==> src/rtl/hazard_scoreboard.sv <==
// Load-use hazard detector and EX/MEM/WB destination-tag pipeline for a 5-stage MIPS core.
// Optional HAZARD_STATS_EN adds a saturating 16-bit load-use stall counter on stall_cnt_o.
module hazard_scoreboard (
  input  logic       clk_i,
  input  logic       rst_i,
  input  logic       id_valid_i,
  input  logic [4:0] id_rs_i,
  input  logic [4:0] id_rt_i,
  input  logic       id_rt_used_i,
  input  logic [4:0] id_rd_i,
  input  logic       id_regwrite_i,
  input  logic       id_memread_i,
  input  logic       flush_i,
  output logic       stall_o,
  output logic [4:0] id_ex_rs_o,
  output logic [4:0] id_ex_rt_o,
  output logic [4:0] ex_mem_rd_o,
  output logic       ex_mem_regwrite_o,
  output logic [4:0] mem_wb_rd_o,
  output logic       mem_wb_regwrite_o
`ifdef HAZARD_STATS_EN
  ,
  output logic [15:0] stall_cnt_o
`endif
);

  typedef struct packed {
    logic [4:0] rs;
    logic [4:0] rt;
    logic [4:0] rd;
    logic       regwrite;
    logic       memread;
  } ex_stage_t;

  typedef struct packed {
    logic [4:0] rd;
    logic       regwrite;
    logic       memread;
  } mem_stage_t;

  typedef struct packed {
    logic [4:0] rd;
    logic       regwrite;
  } wb_stage_t;

  ex_stage_t  ex_q,  ex_d;
  mem_stage_t mem_q, mem_d;
  wb_stage_t  wb_q,  wb_d;

  logic id_live;
  logic load_use;

  // A load in EX whose result the ID instruction needs cannot be forwarded in time.
  always_comb begin
    id_live  = id_valid_i & ~flush_i;
    load_use = ex_q.memread && (ex_q.rd != 5'd0) &&
               ((ex_q.rd == id_rs_i) || (id_rt_used_i && (ex_q.rd == id_rt_i)));
    stall_o  = id_live & load_use;
  end

  always_comb begin
    // NOTE: every always_comb output gets a default first so no path can infer a latch.
    ex_d = '0;
    if (id_live && !stall_o) begin
      ex_d.rs       = id_rs_i;
      ex_d.rt       = id_rt_i;
      ex_d.rd       = id_rd_i;
      ex_d.regwrite = id_regwrite_i;
      ex_d.memread  = id_memread_i;
    end
    mem_d.rd       = ex_q.rd;
    mem_d.regwrite = ex_q.regwrite;
    mem_d.memread  = ex_q.memread;
    wb_d.rd        = mem_q.rd;
    wb_d.regwrite  = mem_q.regwrite;
  end

  // NOTE: state registers use non-blocking assignments so all stages shift on the same edge.
  always_ff @(posedge clk_i or negedge rst_i) begin
    if (!rst_i) begin
      ex_q  <= '0;
      mem_q <= '0;
      wb_q  <= '0;
    end else begin
      ex_q  <= ex_d;
      mem_q <= mem_d;
      wb_q  <= wb_d;
    end
  end

  // MEM memread is carried for a future MEM-stage check; nothing consumes it today.
  logic unused_mem_memread;
  assign unused_mem_memread = mem_q.memread;

  assign id_ex_rs_o        = ex_q.rs;
  assign id_ex_rt_o        = ex_q.rt;
  assign ex_mem_rd_o       = mem_q.rd;
  assign ex_mem_regwrite_o = mem_q.regwrite;
  assign mem_wb_rd_o       = wb_q.rd;
  assign mem_wb_regwrite_o = wb_q.regwrite;

`ifdef HAZARD_STATS_EN
  logic [15:0] stall_cnt_q, stall_cnt_d;

  always_comb begin
    stall_cnt_d = stall_cnt_q;
    if (stall_o && (stall_cnt_q != 16'hFFFF)) stall_cnt_d = stall_cnt_q + 16'd1;
  end

  always_ff @(posedge clk_i or negedge rst_i) begin
    if (!rst_i) stall_cnt_q <= '0;
    else        stall_cnt_q <= stall_cnt_d;
  end

  assign stall_cnt_o = stall_cnt_q;
`endif

endmodule

==> config.mk <==
export PLATFORM = sky130hd
export DESIGN_NAME = hazard_scoreboard
export DESIGN_NICKNAME = d
export VERILOG_FILES = /design/src/rtl/hazard_scoreboard.sv
export SDC_FILE = /design/constraint.sdc
export NUM_CORES = 1
export LEC_CHECK = 0
export ABC_AREA = 1
export CAP_MARGIN = 25
export CORE_ASPECT_RATIO = 2
export CORE_UTILIZATION = 38
export CTS_CLUSTER_DIAMETER = 120
export DETAILED_ROUTE_END_ITERATION = 7
export GPL_TIMING_DRIVEN = 0
export PLACE_DENSITY = 0.74
export SYNTH_ARGS = -nofsm -noshare
export SYNTH_HDL_FRONTEND = slang
export SYNTH_SLANG_ARGS = --single-unit
export TNS_END_PERCENT = 1
==> constraint.sdc <==
create_clock -name clk_i -period 1.14 [get_ports clk_i]
set_input_delay 0.114 -clock clk_i [delete_from_list [all_inputs] [get_ports clk_i]]
set_output_delay 0.114 -clock clk_i [all_outputs]
set_load 0.01 [all_outputs]
==> impl_metrics.json, run 1 <==
{
  "placed_cells": 199,
  "drv_slew": 0,
  "row_count": 28,
  "cp.arrival_ns": 1.38,
  "utilization": 0.592,
  "syn_area_mm2": 0.00115,
  "ys_seq_area_frac": 0.629,
  "ant_nets": 0,
  "p_leak_nw": 1.01,
  "die_y_um": 79.9,
  "criticalPathCategory": "register to primary output",
  "drive_gt1_frac": 0.235,
  "hp-class": "primary input to asynchronous set/reset pin",
  "setup_viol_count_final": 18,
  "worst_slew_pin_slew_ns": 0.515,
  "drtIter0Drc": 14,
  "cellPowerDensity_mw_per_mm2": 1250,
  "status": "finished, violations left",
  "die_area_mm2": 0.00327,
  "yosysUniqueCellTypes": 13,
  "maxSlewHeadroom": 0.655,
  "synth_top_area_frac": 0.629,
  "clkTransAtPathRegs_ns": 0.06,
  "grt_usage": 0.156,
  "rsz0062_at_grt": "yes",
  "start_kind": "register",
  "antenna_found_initial": 0,
  "ys_ff_latch": 29,
  "crit_path_max_incr_delay_ns": 0.39,
  "max-clock-path-buffers": 2,
  "area_growth_pct": 49.1,
  "dp_hpwl_um": 1720,
  "portBuffers": 44,
  "hold_viol_final": 0,
  "start_util": 0.397,
  "synth_fp_nets": 146,
  "fmax_mhz": 669,
  "clock_skew_ns": 0.00681,
  "fin_crit_sh": 1.31,
  "synth_cells": 124,
  "grt_pass1_wl_um": 3350,
  "cts_buffers": 5,
  "hold_buffers": 0,
  "violations": "setup timing",
  "irDropWorstVdd_uv": 787,
  "cts_tree": "done",
  "post_drt_via_cell_ratio": 4.40,
  "crit_slowest_cell": "dfrtp_1",
  "drc": 0,
  "clkLatencyLatePin_ns": 0.28,
  "synth.area.top_cells": "dfrtp_1 (63%), nand2_1 (8.8%), inv_1 (8.1%)",
  "cp_max_fo": 3,
  "crit_chain": "buf_4 -> xnor2_1 -> nand3_1 -> nand2_1 -> nand2_2 -> nor2_1 -> buf_2",
  "syn_avg_cell_area_um2": 9.30,
  "cts_sinks": 29,
  "final_cells": 209,
  "cp-end-kind": "primary output",
  "htreeDepth": 2,
  "hold_slack_ns": 0.179,
  "wl_per_cell_um": 10.5,
  "drt-total-wl_um": 2200,
  "cts_root_buf": "clkbuf_8",
  "vias": 920,
  "fin_nets": 200,
  "firstDrtPassIters": 5,
  "setup_ws_ns": -0.355,
  "core_mm2": 0.00291,
  "die_x_um": 41.0,
  "grt_max_degree": 21,
  "grt_pass1_vias": 884,
  "maxCapViolations": 0,
  "diodes": 0,
  "worst_ep_required_time_ns": 1.03,
  "min_period_ns": 1.50,
  "ios": 45,
  "grt_overflow": 0,
  "synth_top_cell_by_area": "dfrtp_1",
  "gp_routability_congestion": 0.730,
  "yosysWarnings": 0
}
-- layer usage --
metal,track usage,up-vias,share of wire
met1,0.130,419,0.31
li1,-,453,-
met2,0.263,40,0.57
met5,0,-,0
met4,0.113,0,0.039
met3,0.0585,8,0.078
-- final timing paths --
| path | from | end | slack (ns) | depth (start not counted) |
|---|---|---|---|---|
| setup / recovery | ex_q[6]$_DFF_PN0_ | stall_o | -0.36 | 7 |
| hold reg to reg | ex_q[1]$_DFF_PN0_ | ex_mem_regwrite_o$_DFF_PN0_ | 0.35 | 0 |
| hold / removal | rst_i | mem_wb_rd_o[2]$_DFF_PN0_ | 0.18 | 1 |
| setup reg to reg | ex_q[6]$_DFF_PN0_ | id_ex_rt_o[4]$_DFF_PN0_ | -0.29 | 9 |
| min in group clk_i | ex_q[1]$_DFF_PN0_ | ex_mem_regwrite_o$_DFF_PN0_ | 0.35 | 0 |
| max in group asynchronous | rst_i | ex_q[5]$_DFF_PN0_ | 0.48 | 2 |
-- per-stage QoR --
step | cell area, µm² | total power, mW | setup slack [ns] | TNS (ns)
after floorplan | 1150 | 1.22 | -0.0210 | -0.193
after global placement | 1630 | 1.38 | -0.705 | -18.43
after detailed placement | 1660 | 1.40 | -0.710 | -6.52
after CTS | 1700 | 2.17 | -0.400 | -2.77
after global routing | 1720 | 2.26 | -0.491 | -6.72
final | 1720 | 2.15 | -0.355 | -4.03
-- cells in the mapped netlist --
cell type   n
nor2_1     23
nand2_1    27
o21ai_0     1
nand3_1     2
dfrtp_1    29
nor2_2      2
xnor2_1     1
buf_6       1
buf_4      10
inv_1      25
nand4_1     1
nand2_4     1
nand2_2     1
-- report_power, final --
group | leakage, nW | switching, mW | total, mW | internal (mW)
Sequential | 0.390 | 0.0164 | 1.09 | 1.07
Combinational | 0.574 | 0.126 | 0.285 | 0.159
Clock | 0.0450 | 0.357 | 0.778 | 0.421
Total | 1.01 | 0.500 | 2.15 | 1.65
-- worst max-delay path, delay by kind of cell (launching register included) --
kind | cells | cell delay (ns)
XOR/XNOR | 1 | 0.14
flip-flops | 1 | 0.39
buffers and inverters | 2 | 0.29
AND/OR/NAND/NOR | 4 | 0.29
-- placed cells by master (no fill, tap or decap) --
cell type	n
nand2_2	3
nand3_1	2
buf_8	1
xnor2_1	1
clkbuf_1	1
nor2_1	23
buf_16	1
buf_2	1
o21ai_0	1
nor2_2	2
nand4_1	1
clkbuf_8	5
dlygate4sd2_1	12
dfrtp_1	29
nand2_1	25
nand2_4	1
inv_2	4
buf_4	22
clkdlybuf4s50_1	21
clkinv_2	2
inv_1	21
-- cell type report --
cell class | instances | area [µm²]
buffer | 11 | 90.1
clock buffer | 6 | 72.6
clock inverter | 2 | 10.0
fill | 275 | 1190
inverter | 25 | 93.8
multi-input combinational | 59 | 253
sequential | 29 | 726
tap | 30 | 37.5
timing repair buffer | 47 | 438
-- flip-flops by register name, summed over array words and instances (netlist names) --
register,count
ex_q,7
mem_wb_regwrite_o,1
id_ex_rs_o,5
ex_mem_regwrite_o,1
id_ex_rt_o,5
mem_wb_rd_o,5
ex_mem_rd_o,5
-- repair_timing --
item	in CTS	in global routing
gates cloned	0	0
setup buffers	0	2
setup endpoints to repair	40	18
pin swaps	0	4
resized for setup	27	2
-- logic make-up after synthesis --
logic type / count (synthesis) / share of synthesized area
XOR/XNOR: 1 / 0.00759
buffers and inverters: 36 / 0.156
flip-flops: 29 / 0.629
AND/OR/NAND/NOR: 57 / 0.203
AO/OA/AOI/OAI: 1 / 0.00433
Note: power is estimated with default switching activity, not from simulation.
==> inputs of run 2 (changes only) <==
CAP_MARGIN = 15   (was 25)
TNS_END_PERCENT = 50   (was 1)
==> run 2 against run 1 <==
  * The flow still finishes with violations (setup timing)
  * Combinational power grew 5%
  * Count of clock-buffer cells in the layout is the same
  * Maximum frequency shrank 4.5%
  * Largest power group unchanged
==> impl_metrics.json, run 2 (synthesis gave the netlist of run 1 again) <==
{
  "status": "finished, violations left",
  "violations": "setup timing",
  "sw_frac_of_total": 0.238,
  "cts_root_buf": "clkbuf_8",
  "p_leak_nw": 1.02,
  "power.total_mw": 2.18,
  "criticalPathCategory": "register to primary output",
  "largest_reg_flops": 7,
  "cp.arrival_ns": 1.45,
  "die_area_mm2": 0.00327,
  "ant_nets": 0,
  "grt_max_degree": 21,
  "combPwrFrac": 0.138,
  "top_register": "ex_q",
  "dp_hpwl_um": 1710,
  "antenna_found_initial": 0,
  "post_drt_via_cell_ratio": 4.58,
  "utilization": 0.611,
  "setup_ws_ns": -0.426,
  "portBuffers": 44,
  "crit_family": "simple AND/OR/NAND/NOR gates",
  "maxCapViolations": 0,
  "wl_per_cell_um": 11.2,
  "crit_path_max_incr_delay_ns": 0.41,
  "clkLatencyLatePin_ns": 0.28,
  "worst_ep_required_time_ns": 1.03,
  "crit_slowest_cell": "dfrtp_1",
  "final_common_cell": "dfrtp_1",
  "setup_viol_count_final": 18,
  "clock_skew_ns": 0.00514,
  "htreeDepth": 2,
  "row_count": 28,
  "final_cell_mix": "dfrtp_1 (28), nand2_1 (27), inv_1 (21), clkdlybuf4s50_1 (21), nor2_1 (18)",
  "internal_power_mw": 1.66,
  "fin_crit_sh": 1.37,
  "switching_power_mw": 0.519,
  "cp-end-kind": "primary output",
  "start_util": 0.397,
  "power_frac_seq": 0.500,
  "cellPowerDensity_mw_per_mm2": 1230,
  "firstDrtPassIters": 4,
  "cts_tree": "done",
  "grt_pass1_wl_um": 3620,
  "core_mm2": 0.00291,
  "fin_area_mm2": 0.00178,
  "fmax_mhz": 638,
  "maxSlewHeadroom": 0.652,
  "fin_nets": 203,
  "cts_buffers": 5,
  "drive_gt1_frac": 0.231,
  "cts_sinks": 29,
  "hp-class": "primary input to asynchronous set/reset pin",
  "drv_slew": 0,
  "grt_usage": 0.168,
  "worst_slew_pin_slew_ns": 0.520,
  "ios": 45,
  "drt-total-wl_um": 2380,
  "crit_top_cell": "nand2_1",
  "hold_buffers": 0,
  "gp_routability_congestion": 0.736,
  "max-clock-path-buffers": 2,
  "start_kind": "register",
  "multi_input_area_um2": 260,
  "vias": 971,
  "grt_pass1_vias": 948,
  "die_x_um": 41.0,
  "area_growth_pct": 54.0,
  "clkTransAtPathRegs_ns": 0.06,
  "die_y_um": 79.9,
  "crit_chain": "inv_2 -> nand2_1 -> nand2_1 -> nor2_1 -> nand3_1 -> nand2_1 -> nand2_2 -> nor2_1 -> buf_2",
  "rsz0062_at_grt": "yes",
  "path_buf_inv": 2,
  "irDropWorstVdd_uv": 867,
  "grt_overflow": 0,
  "fillers": 257,
  "drc": 0,
  "hold_viol_final": 0,
  "min_period_ns": 1.57,
  "drtIter0Drc": 21,
  "regArea_um2": 727,
  "pwr-share-clk": 0.362,
  "fin_setup_tns_ns": -5.48,
  "cp_max_fo": 4,
  "placed_cell_area_mm2": 0.00166,
  "diodes": 0
}
## run 2: cell types whose count changed in the layout (fill, tap and decap cells not counted)
cell / before / now
buf_8: 1 / 0
dfrtp_2: 0 / 1
o21ai_0: 1 / 0
clkdlybuf4s15_1: 0 / 7
o21ai_1: 0 / 1
dfrtp_1: 29 / 28
buf_4: 22 / 15
nor2_2: 2 / 7
nand2_1: 25 / 27
buf_6: 0 / 4
nor2_1: 23 / 18
nand2_2: 3 / 1
## run 2: final cells by class
class | instances | area share
Sequential cell | 29 | 0.409
Timing Repair Buffer | 50 | 0.275
Multi-Input combinational cell | 59 | 0.146
Inverter | 25 | 0.0528
Buffer | 11 | 0.0486
Clock buffer | 6 | 0.0408
Tap cell | 30 | 0.0211
Clock inverter | 2 | 0.00563
## run 2: power by group through the flow
stage	Sequential [mW]	Combinational, mW	Clock, mW
detailed placement	1.11	0.297	0
floorplan	1.11	0.105	0
CTS	1.09	0.297	0.805
finish	1.09	0.300	0.788
global route	1.09	0.331	0.856
global placement	1.10	0.280	0
## run 2: through the flow
step / setup slack (ns) / hold slack, ns / cells
floorplan: -0.0210 / -0.182 / 124
global placement: -0.705 / 0.333 / 198
detailed placement: -0.694 / 0.346 / 199
CTS: -0.406 / 0.195 / 211
global route: -0.521 / 0.208 / 212
finish: -0.426 / 0.179 / 212
## run 2: metal layers
metal / wire, µm / up-vias / part of all wire / track usage
met4: 74 / 0 / 0.031 / 0.110
met1: 752 / 455 / 0.32 / 0.142
met2: 1370 / 53 / 0.57 / 0.295
li1: - / 456 / - / -
met3: 185 / 7 / 0.078 / 0.0501
met5: 0 / - / 0 / 0
## run 2: timing repair
| item | CTS | global route |
|---|---|---|
| buffers inserted | 3 | 1 |
| endpoints found under the setup margin | 40 | 20 |
| hold endpoints to repair | 0 | 0 |
| pin swaps | 0 | 4 |
| cloned | 1 | 0 |
| gates resized for setup | 41 | 7 |
## run 2: path summary, 6_finish.rpt
path / startpoint / end / slack (ns) / cells past startpoint
setup / recovery: ex_q[3]$_DFF_PN0_ / stall_o / -0.43 / 9
hold / removal: rst_i / mem_wb_rd_o[0]$_DFF_PN0_ / 0.18 / 1
setup reg to reg: ex_q[3]$_DFF_PN0_ / id_ex_rt_o[1]$_DFF_PN0_ / -0.32 / 11
hold reg to reg: ex_q[1]$_DFF_PN0_ / ex_mem_regwrite_o$_DFF_PN0_ / 0.36 / 0
max in group asynchronous: rst_i / ex_q[6]$_DFF_PN0_ / 0.47 / 2
min in group clk_i: id_rd_i[2] / ex_q[4]$_DFF_PN0_ / 0.35 / 3
## run 2: worst reg2reg max path, cell delays in order, from the launching register on
cell     delay, ns
dfrtp_1       0.41
inv_2         0.07
nand2_1       0.06
nand2_1       0.06
nor2_1        0.12
nand3_1       0.10
nand2_1       0.09
nand2_2       0.05
buf_4         0.13
nand2_4       0.09
buf_6         0.14
nor2_1        0.04
==> inputs of run 3 (changes only) <==
--- a/config.mk
+++ b/config.mk
@@ -9,4 +9,6 @@
 export CAP_MARGIN = 15
+export CELL_PAD_IN_SITES_DETAIL_PLACEMENT = 2
+export CELL_PAD_IN_SITES_GLOBAL_PLACEMENT = 2
 export CORE_ASPECT_RATIO = 2
-export CORE_UTILIZATION = 38
+export CORE_UTILIZATION = 22
 export CTS_CLUSTER_DIAMETER = 120
@@ -14,3 +16,3 @@
 export GPL_TIMING_DRIVEN = 0
-export PLACE_DENSITY = 0.74
+export PLACE_DENSITY_LB_ADDON = 0.1
 export SYNTH_ARGS = -nofsm -noshare
==> constraint.sdc (replaced) <==
create_clock -name clk_i -period 1.14 [get_ports clk_i]
set_input_delay 0.171 -clock clk_i [delete_from_list [all_inputs] [get_ports clk_i]]
set_output_delay 0.171 -clock clk_i [all_outputs]
set_load 0.01 [all_outputs]
==> run 3 against run 2 <==
  * The run still ends with setup timing left
  * Clock power is 0.8% higher
  * Sequential share of layout area is 1.5 points lower
  * Hold slack better by 0.14 ns
  * Global-route usage shrank 4.3 points
  * Count of clock-buffer cells in the layout grew 2
  * Maximum frequency decreased by 2.6%
  * Critical endpoint unchanged
  * Sequential cell count stayed put
  * Worst setup slack got worse by 0.043 ns
  * Die area increased by 70%
  * Combinational power increased by 7.7%
  * Final cell count increased by 15%
==> impl_metrics.json, run 3 (synthesis gave the netlist of run 1 again) <==
{
  "hold_buffers": 0,
  "final_common_cell": "dfrtp_1",
  "fmax_mhz": 622,
  "regArea_um2": 726,
  "wl_per_cell_um": 12.3,
  "cp.arrival_ns": 1.44,
  "fin_nets": 206,
  "ant_nets": 0,
  "grt_pass1_vias": 1009,
  "multi_input_area_um2": 287,
  "portBuffers": 44,
  "grt_overflow": 0,
  "gp_routability_congestion": 0.732,
  "maxSlewHeadroom": 0.529,
  "grt_usage": 0.124,
  "pwr-share-clk": 0.360,
  "cts_sinks": 29,
  "cts_buffers": 5,
  "maxCapViolations": 0,
  "cts_root_buf": "clkbuf_8",
  "die_area_mm2": 0.00555,
  "core_mm2": 0.00509,
  "cts_tree": "done",
  "sw_frac_of_total": 0.239,
  "drv_slew": 0,
  "setup_viol_count_final": 18,
  "worst_ep_required_time_ns": 0.97,
  "cellPowerDensity_mw_per_mm2": 1200,
  "min_period_ns": 1.61,
  "area_growth_pct": 59.5,
  "final_cell_mix": "dfrtp_1 (29), nand2_1 (24), inv_1 (21), clkdlybuf4s50_1 (21), buf_4 (16)",
  "utilization": 0.361,
  "hold_viol_final": 0,
  "grt_pass1_wl_um": 4820,
  "max-clock-path-buffers": 2,
  "clkTransAtPathRegs_ns": 0.06,
  "htreeDepth": 2,
  "clock_skew_ns": 0.00364,
  "worst_slew_pin_slew_ns": 0.705,
  "dp_hpwl_um": 2290,
  "firstDrtPassIters": 4,
  "rsz0062_at_grt": "yes",
  "largest_reg_flops": 7,
  "final_cells": 243,
  "start_util": 0.227,
  "row_count": 37,
  "cp_max_fo": 4,
  "drt-total-wl_um": 2990,
  "placed_cells": 227,
  "die_x_um": 53.2,
  "combPwrFrac": 0.147,
  "antenna_found_initial": 0,
  "place_ws_ns": -0.893,
  "criticalPathCategory": "register to primary output",
  "start_kind": "register",
  "drtIter0Drc": 13,
  "fin_area_mm2": 0.00184,
  "vias": 982,
  "violations": "setup timing",
  "drc": 0,
  "internal_power_mw": 1.68,
  "p_leak_nw": 1.03,
  "placed_cell_area_mm2": 0.00169,
  "grt_max_degree": 18,
  "hp-class": "primary input to asynchronous set/reset pin",
  "top_register": "ex_q",
  "ios": 45,
  "cp-end-kind": "primary output",
  "setup_ws_ns": -0.469,
  "switching_power_mw": 0.526,
  "fillers": 599,
  "power_frac_seq": 0.493,
  "drive_gt1_frac": 0.303,
  "fin_crit_sh": 1.41,
  "post_drt_via_cell_ratio": 4.04,
  "die_y_um": 104,
  "diodes": 0,
  "status": "finished, violations left",
  "fin_setup_tns_ns": -7.17,
  "clkLatencyLatePin_ns": 0.27,
  "irDropWorstVdd_uv": 658
}
run 3: path summary, 6_finish.rpt:
check / from / depth (start not counted) / endpoint / slack, ns
worst max-delay path: ex_q[6]$_DFF_PN0_ / 7 / stall_o / -0.47
worst min-delay path: rst_i / 1 / ex_q[2]$_DFF_PN0_ / 0.32
worst max register to register: ex_q[6]$_DFF_PN0_ / 10 / id_ex_rs_o[3]$_DFF_PN0_ / -0.42
worst min register to register: ex_q[1]$_DFF_PN0_ / 0 / ex_mem_regwrite_o$_DFF_PN0_ / 0.35
max in group asynchronous: rst_i / 2 / id_ex_rs_o[3]$_DFF_PN0_ / 0.29
min in group clk_i: ex_q[1]$_DFF_PN0_ / 0 / ex_mem_regwrite_o$_DFF_PN0_ / 0.35
run 3: worst max-delay path, stage by stage (launching register included):
cell and delay (ns):
dfrtp_1 0.41, buf_4 0.15, xnor2_1 0.14, nand3_1 0.09
nand2_1 0.08, nand2_2 0.06, nor2_1 0.09, buf_2 0.14
run 3: power by group through the flow:
stage                     registers [mW]  clock network, mW  logic [mW]
after floorplan                     1.11                  0       0.105
after global placement              1.11                  0       0.291
after detailed placement            1.11                  0       0.311
after CTS                           1.09              0.828       0.309
after global routing                1.09              0.877       0.356
final                               1.09              0.794       0.323
run 3: layout make-up:
cell class	count	area share
multi-input cells	59	0.156
flip-flops and latches	29	0.394
plain buffers	11	0.0489
repair buffers	53	0.267
well taps	58	0.0394
inverters	25	0.0510
clock buffers	8	0.0435
run 3: what timing repair did:
action,in CTS,in global routing
pin swaps,5,7
gates cloned,1,0
endpoints found under the setup margin,40,22
setup buffers,2,5
resized for setup,57,20
run 3: routing by layer:
metal / share of wire / GRT usage / vias to the layer above
li1: - / - / 462
met4: 0.020 / 0.0564 / 0
met1: 0.29 / 0.107 / 485
met5: 0 / 0 / -
met3: 0.054 / 0.0351 / 5
met2: 0.64 / 0.238 / 30
run 3: through the flow:
step                      total power [mW]  hold WS (ns)
after global placement                1.40         0.338
after CTS                             2.22         0.346
after floorplan                       1.22        -0.125
final                                 2.20         0.321
after detailed placement              1.42         0.339
after global routing                  2.32         0.357
